[config.mk]
export PLATFORM = sky130hd
export DESIGN_NAME = reg_dump_uart_tx_flat
export DESIGN_NICKNAME = d
export VERILOG_FILES = /design/src/rtl/reg_dump_uart_tx_if.sv /design/src/rtl/reg_dump_uart_tx.sv /design/src/flat_wrapper.sv
export SDC_FILE = /design/constraint.sdc
export NUM_CORES = 1
export LEC_CHECK = 0
export ABC_AREA = 1
export CORE_MARGIN = 4
export CORE_UTILIZATION = 40
export CTS_BUF_LIST = sky130_fd_sc_hd__clkbuf_4 sky130_fd_sc_hd__clkbuf_8
export DETAILED_ROUTE_END_ITERATION = 12
export PLACE_DENSITY = 0.64
export SYNTH_ARGS = -nofsm -noshare
export SYNTH_HDL_FRONTEND = slang
export SYNTH_SLANG_ARGS = --single-unit
export TNS_END_PERCENT = 20
[constraint.sdc]
create_clock -name iCLK -period 4 [get_ports iCLK]
set_input_delay 0.8 -clock iCLK [delete_from_list [all_inputs] [get_ports iCLK]]
set_output_delay 0.8 -clock iCLK [all_outputs]
set_load 0.01 [all_outputs]
[src/rtl/reg_dump_uart_tx_if.sv]
// Bus between the register-dump UART transmitter and its surroundings:
// the register file read port, the dump request and the serial line.
interface reg_dump_uart_tx_if #(
  parameter int AW = 3,
  parameter int DW = 8
);
  logic          iStart;
  logic [AW-1:0] oRa;
  logic [DW-1:0] iRd;
  logic          oTxd;
  logic          oBusy;
  logic          oDone;

  modport master (
    input  iStart, iRd,
    output oRa, oTxd, oBusy, oDone
  );

  modport slave (
    output iStart, iRd,
    input  oRa, oTxd, oBusy, oDone
  );
endinterface

[src/rtl/reg_dump_uart_tx.sv]
// Scans NREGS registers through one read port and sends each as an ASCII
// line "Rn=HH\r\n" over an 8N1 UART, LSB first.
module reg_dump_uart_tx #(
  parameter int CLK_HZ = 50_000_000,
  parameter int BAUD   = 115200,
  parameter int NREGS  = 8,
  parameter int AW     = 3,
  parameter int DW     = 8
) (
  input logic               iCLK,
  input logic               iRST_N,
  reg_dump_uart_tx_if.master bus
);
  localparam int DIV = CLK_HZ / BAUD;
  localparam int CW  = (DIV > 1) ? $clog2(DIV) : 1;
  localparam logic [CW-1:0] DIV_LAST = CW'(DIV - 1);
  localparam logic [AW-1:0] LAST_REG = AW'(NREGS - 1);

  typedef enum logic [2:0] {IDLE, FETCH, START, DATA, STOP} state_t;

  state_t        state, state_nx;
  logic          start_q;
  logic [CW-1:0] baud_cnt;
  logic [2:0]    bit_cnt;
  logic [2:0]    byte_idx;
  logic [AW-1:0] ra;
  logic [DW-1:0] snap;
  logic          done_q;
  logic          start_edge, bit_done, line_end, last_line;
  logic [7:0]    cur_byte;

  function automatic logic [7:0] hex_char(input logic [3:0] nib);
    return (nib < 4'd10) ? (8'h30 + {4'h0, nib}) : (8'h37 + {4'h0, nib});
  endfunction

  assign start_edge = bus.iStart & ~start_q;
  assign bit_done   = (baud_cnt == DIV_LAST);
  assign line_end   = (byte_idx == 3'd6);
  assign last_line  = (ra == LAST_REG);

  // NOTE: all clocked state uses non-blocking assignments so every register
  // samples pre-edge values regardless of block ordering.
  always_ff @(posedge iCLK or negedge iRST_N) begin
    if (!iRST_N) state <= IDLE;
    else         state <= state_nx;
  end

  // NOTE: each always_comb assigns a default first so no path infers a latch.
  always_comb begin
    state_nx = state;
    case (state)
      IDLE:  if (start_edge) state_nx = FETCH;
      FETCH: state_nx = START;
      START: if (bit_done) state_nx = DATA;
      DATA:  if (bit_done && bit_cnt == 3'd7) state_nx = STOP;
      STOP: begin
        if (bit_done) begin
          if (!line_end)      state_nx = START;
          else if (!last_line) state_nx = FETCH;
          else                state_nx = IDLE;
        end
      end
      default: state_nx = IDLE;
    endcase
  end

  // Counters, register address and per-line snapshot of the read data.
  always_ff @(posedge iCLK or negedge iRST_N) begin
    if (!iRST_N) begin
      start_q  <= 1'b0;
      baud_cnt <= '0;
      bit_cnt  <= '0;
      byte_idx <= '0;
      ra       <= '0;
      snap     <= '0;
      done_q   <= 1'b0;
    end else begin
      start_q <= bus.iStart;
      done_q  <= 1'b0;

      if (state == START || state == DATA || state == STOP)
        baud_cnt <= bit_done ? '0 : baud_cnt + CW'(1);
      else
        baud_cnt <= '0;

      if (state == IDLE && start_edge) begin
        ra       <= '0;
        byte_idx <= '0;
        bit_cnt  <= '0;
      end

      if (state == FETCH) snap <= bus.iRd;

      // bit_cnt wraps 7 -> 0 on its own, ready for the next byte.
      if (state == DATA && bit_done) bit_cnt <= bit_cnt + 3'd1;

      if (state == STOP && bit_done) begin
        byte_idx <= line_end ? 3'd0 : byte_idx + 3'd1;
        if (line_end && !last_line) ra     <= ra + AW'(1);
        if (line_end && last_line)  done_q <= 1'b1;
      end
    end
  end

  always_comb begin
    cur_byte = 8'h0A;
    case (byte_idx)
      3'd0:    cur_byte = 8'h52;
      3'd1:    cur_byte = 8'h30 + 8'(ra);
      3'd2:    cur_byte = 8'h3D;
      3'd3:    cur_byte = hex_char(snap[7:4]);
      3'd4:    cur_byte = hex_char(snap[3:0]);
      3'd5:    cur_byte = 8'h0D;
      default: cur_byte = 8'h0A;
    endcase
  end

  // Line level comes straight from state, so an async reset idles it at once.
  always_comb begin
    bus.oTxd = 1'b1;
    case (state)
      START:   bus.oTxd = 1'b0;
      DATA:    bus.oTxd = cur_byte[bit_cnt];
      default: bus.oTxd = 1'b1;
    endcase
    bus.oBusy = (state != IDLE);
    bus.oRa   = ra;
    bus.oDone = done_q;
  end
endmodule

[src/flat_wrapper.sv]
// flat-port wrapper written by rule: the top's interface ports become plain ports
module reg_dump_uart_tx_flat 
#(
  parameter int CLK_HZ = 50_000_000,
  parameter int BAUD   = 115200,
  parameter int NREGS  = 8,
  parameter int AW     = 3,
  parameter int DW     = 8
)
  (iCLK, iRST_N, bus_iStart, bus_iRd, bus_oRa, bus_oTxd, bus_oBusy, bus_oDone);
  reg_dump_uart_tx_if #(.AW(AW), .DW(DW)) bus_i ();
  input logic iCLK;
  input logic iRST_N;
  input wire logic [$bits(bus_i.iStart)-1:0] bus_iStart;
  input wire logic [$bits(bus_i.iRd)-1:0] bus_iRd;
  output wire logic [$bits(bus_i.oRa)-1:0] bus_oRa;
  output wire logic [$bits(bus_i.oTxd)-1:0] bus_oTxd;
  output wire logic [$bits(bus_i.oBusy)-1:0] bus_oBusy;
  output wire logic [$bits(bus_i.oDone)-1:0] bus_oDone;
  assign bus_i.iStart = bus_iStart;
  assign bus_i.iRd = bus_iRd;
  assign bus_oRa = bus_i.oRa;
  assign bus_oTxd = bus_i.oTxd;
  assign bus_oBusy = bus_i.oBusy;
  assign bus_oDone = bus_i.oDone;
  reg_dump_uart_tx #(.CLK_HZ(CLK_HZ), .BAUD(BAUD), .NREGS(NREGS), .AW(AW), .DW(DW)) u_core (.iCLK(iCLK), .iRST_N(iRST_N), .bus(bus_i));
endmodule
; ---- Word level (Yosys, flattened, before mapping)
; Cells that the tools add are included.
; Widths: inputs -> output; s select.
[word_totals]
register_bits = 31
latch_bits = 0
ram_bits = 0
mem_bits_ro = 0
in_bits = 11
out_inout_bits = 6
elab_cells = 78
n_memories = 0
[classes]
addsub = 9
n_mul = 0
div = 0
magnitude_cmp = 3
n_eq_ne = 17
n_shift = 0
muxes = 24
n_bitwise = 2
reduce_logical = 15
[op_table]
columns = cell, n
row1 = $pmux 8 s6, 1
row2 = $mux 3, 12
row3 = $add 6x4->7 const A, 4
row4 = $eq 3x3->1 const B, 6
row5 = $mux 9, 2
row6 = $mux 8, 2
row7 = $pmux 3 s5, 1
row8 = $eq 3x2->1 const B, 4
row9 = $add 3x1->3 const B, 3
row10 = $add 9x1->9 const B, 1
row11 = $eq 9x9->1 const B, 1
row12 = $lt 4x4->1 const B, 2
row13 = $ne 2x1->1 const B, 4
row14 = $add 6x3->7 const A, 1
row15 = $eq 3x1->1 const B, 2
row16 = $logic_and 1x1->1, 6
row17 = $logic_not 3->1, 2
row18 = $lt 3x4->1 const B, 1
row19 = $mux 1, 4
row20 = $reduce_and 4->1, 1
row21 = $reduce_bool 2->1, 2
row22 = $bmux 1 s3, 1
row23 = $reduce_bool 3->1, 1
row24 = $logic_or 1x1->1, 2
row25 = other kinds (4), 4

; ---- Depth between registers and ports, before layout
[logic_depth]
ltp_word = 6
ltp_mapped = 14
depth_no_buf = 14

; ---- Worst setup path after synthesis
; Ideal clock, no wire load.
[synth_path]
path_kind = reg2out
startpoint = register u_core.byte_idx[2]
endpoint = output bus_oTxd
arrival_time_ps = 1420
required_time_ps = 3200
slack_ps = 1780
stages_incl_launch_ff = 13
n_path_buf = 0
path_cell_list = dfrtp_1 -> inv_2 -> ha_1 -> nand3_1 -> o21ai_0 -> nand2_1 -> nand2_1 -> nand2_1 -> nand2_1 -> nand2_1 -> nand2_1 -> nand2_1 -> nand2_1
[synth_via]
elab_chain_len = 5
elab_cells_between_ends = 10
cone_classes = eq/ne: 5 / mux: 4 / reduce/logical: 1
[synth_rtl]
columns = item, line
row1 = "start, declared", reg_dump_uart_tx.sv:25  ; logic [2:0] byte_idx;
row2 = "start signal, assigned", reg_dump_uart_tx.sv:98  ; byte_idx <= line_end ? 3'd0 : byte_idx + 3'd1;
row3 = "$eq 3x3->1, or another cell as far along", reg_dump_uart_tx.sv:107  ; case (byte_idx)
row4 = $pmux 8 s6 *, reg_dump_uart_tx.sv:107
row5 = $bmux 1 s3 *, reg_dump_uart_tx.sv:123  ; DATA: bus.oTxd = cur_byte[bit_cnt];
row6 = $mux 1 (implied by the code) *, reg_dump_uart_tx.sv:123
row7 = $pmux 1 s2 *, reg_dump_uart_tx.sv:121  ; case (state)
row8 = "end, declared", flat_wrapper.sv:17  ; output wire logic [$bits(bus_i.oTxd)-1:0] bus_oTxd;
; Mark *: on every way between the ends. The rest lies on a longest branch, timed or not. The select of a mux whose other input is x is not followed.

; ---- Worst setup path after layout
[layout_path]
startpoint = register u_core.byte_idx[1]
endpoint = output bus_oTxd
; The elaborated chain is that of the path after synthesis.

==> impl_metrics.yaml <==
sta:
  slew_headroom_pct: 39.2
  period_share_pct: 80.4
  grt_setup_unrepaired: "no"
  totalNegativeSetupSlack_ps: 0
  fin_ws_ps: 785
  setup_viol: 0
  finClkSkew_ps: 3.61
  finalHoldViolations: 0
  min_period_ps: 3210
  slew_violations: 0
  fmax_ghz: 0.311
  tightest_slew_ps: 907
setup_path:
  cp_slowest_cell: "clkdlybuf4s50_1"
  worstPathMaxFanout: 7
  crit_type: "reg -> out"
  critPathLaunchType: "register"
  max_stage_delay_ps: 520
  crit_required_ps: 3200
  critPathBufInv: 2
  crit_path_end_kind: "output port"
  cp.arrival_ps: 2410
  worstPathCellList: "nand2_1 -> inv_1 -> ha_1 -> nand3_1 -> o21ai_0 -> nand2_1 -> nand2_1 -> nand2_1 -> nand2_1 -> nand2_1 -> nand2_1 -> nand2_1 -> nand2_1 -> clkdlybuf4s50_1"
  cp_top_family: "simple AND/OR/NAND/NOR gates"
  timing.critical_path.mode_cell: "nand2_1"
final_layout:
  n_fill_cell: 455
  multiInputGateArea_sq_um: 973
  nNetsFinal: 306
  final_cell_mix: "nand2_1 (72), inv_1 (34), nor2_1 (31), dfrtp_1 (31), nand3_1 (25)"
  final_common_cell: "nand2_1"
  fin_util_pct: 49.9
  drive_gt1_share_pct: 7.32
  design_area_sq_um: 2230
  ff_latch_area_sq_um: 776
  areaGrowthSynthToFinish_pct: 18.0
  diodes: 0
power_and_ir_drop:
  power_switching_mw: 0.568
  cellLeakagePower_nw: 1.09
  clkPwrFrac_pct: 22.7
  switching_share_pct: 41.7
  p_per_area_nw_per_um2: 611
  p_comb_share_pct: 41.4
  peakVddDrop_mv: 0.278
  p_int_mw: 0.796
  seqPwrFrac_pct: 35.8
logic_synthesis:
  ys_seq_area_share_pct: 41.0
  yosysWarnings: 0
  syn-instance-count: 263
  synth_seq_cells: 31
  synthDistinctLibCells: 25
  syn_area_sq_um: 1890
  synth.net_count: 283
  post_synth.cell_area_avg_sq_um: 7.20
routing:
  drt_iter0_markers: 61
  vias: 1690
  drtAntennaViolNets: 0
  viasPerCell: 4.99
  dr.pass1.iters: 4
  wl_per_cell_um: 11.7
  drc: 0
  routed_wl_um: 3970
placed_design:
  pre_cts_slack_ps: 1100
  dpl.hpwl_um: 2960
  globalplace.congestion: 0.874
  dpl_cell_area_sq_um: 2120
  portBuffers: 16
floorplan:
  ios: 17
  die_h_um: 76.8
  core_sq_um: 4470
  chipWidth_um: 76.8
  start_util_pct: 42.3
  fp.dieArea_sq_um: 5900
  rows: 24
hold_path:
  min-delay-path-class: "reg -> reg"
clock_network:
  clk_pin_slew_ps: 70
  clockBufferDepth: 2
  clk_latency_ps: 280
  cts_setup_buffers: 0
  cts-root-buf: "clkbuf_8"
  htreeDepth: 2
  cts_tree: "built"
  cts_sinks: 31
  cts_buffers: 5
  ctsResizeCount: 0
  hold_buffers: 0
outcome:
  status: "finished clean"
global_route:
  grt_first_pass_wirelength_um: 7090
  antenna_found_initial: 0
  grt_max_degree: 32
  gr-total-overflow: 0
  grt_usage_pct: 14.6
  grt_pass1_vias: 1563
flow_run:
  maxCapViolCount: 0
[worst register-to-register path, cell delays in order, from the launching register on]
cell	delay [ps]
dfrtp_1	440
ha_1	230
ha_1	190
nor3_1	450
a21oi_1	210
nand2_1	90
o21ai_1	60
[sequential cells by signal, indices dropped and copies added, names as in the netlist]
name,cells
u_core.state,3
u_core.snap,8
u_core.byte_idx,3
u_core.bit_cnt,3
u_core.bus.oRa,3
u_core.baud_cnt,9
u_core.start_q,1
u_core.bus.oDone,1
[cell usage after synthesis, drive strengths merged]
master,n,area share [%]
nor4,1,1.1
nand2,75,16
ha,9,5.9
o31ai,1,0.40
xor2,2,0.93
xnor2,1,0.46
dfrtp,31,41
nor2,34,7.4
nand3,26,7.1
o22ai,1,0.33
a21boi,1,0.40
a22oi,1,0.40
o21ai,25,6.6
nor3,8,2.4
a21oi,9,2.4
inv,37,7.3
buf,1,0.26
[power by group through the flow]
stage / Combinational [mW] / Clock, mW / Sequential [mW]
2_1_floorplan: 0.420 / 0 / 0.474
3_3_place_gp: 0.566 / 0 / 0.490
3_5_place_dp: 0.571 / 0 / 0.492
4_1_cts: 0.573 / 0.322 / 0.487
5_1_grt: 0.657 / 0.334 / 0.502
6_report: 0.565 / 0.310 / 0.489
[cells by family after synthesis]
group	Yosys count	share of synthesized area [%]
buf+inv	38	7.60
xor+xnor	3	1.39
compound gates	38	10.5
simple gates	144	33.6
flops	31	41.0
fa+ha+maj	9	5.95
[routing by layer]
| metal | global-route usage, % | vias up | routed length [um] | part of all wire (%) |
|---|---|---|---|---|
| met3 | 3.28 | 4 | 109 | 2.7 |
| met2 | 22.6 | 19 | 1750 | 44 |
| met5 | 0 | - | 0 | 0 |
| met4 | 4.71 | 0 | 53 | 1.3 |
| li1 | - | 891 | - | - |
| met1 | 20.2 | 776 | 2050 | 52 |
[through the flow]
step | total power [mW] | instances | hold WS [ps]
after floorplan | 0.894 | 263 | 458
after global placement | 1.06 | 331 | 482
after detailed placement | 1.06 | 331 | 499
after CTS | 1.38 | 339 | 509
after global routing | 1.49 | 339 | 541
final | 1.36 | 339 | 500
[area by class of cell]
cell class / instances / area share (%)
Multi-Input combinational cell: 194 / 43.6
Clock inverter: 3 / 1.96
Inverter: 37 / 6.22
Tap cell: 52 / 2.91
Timing Repair Buffer: 17 / 7.51
Sequential cell: 31 / 34.7
Clock buffer: 5 / 3.08
[worst paths after layout]
path / depth (start not counted) / endpoint / from / slack [ps]
max: 14 / bus_oTxd / u_core.byte_idx[1] / 790
min: 1 / u_core.baud_cnt[0] / u_core.baud_cnt[0] / 500
max reg2reg: 6 / u_core.bus.oRa[0] / u_core.bus.oRa[0] / 2210
min reg2reg: 1 / u_core.baud_cnt[0] / u_core.baud_cnt[0] / 500
max in group asynchronous: 2 / u_core.byte_idx[2] / iRST_N / 2810
min in group asynchronous: 2 / u_core.baud_cnt[4] / iRST_N / 900
Power figures use the tool's default switching activity.
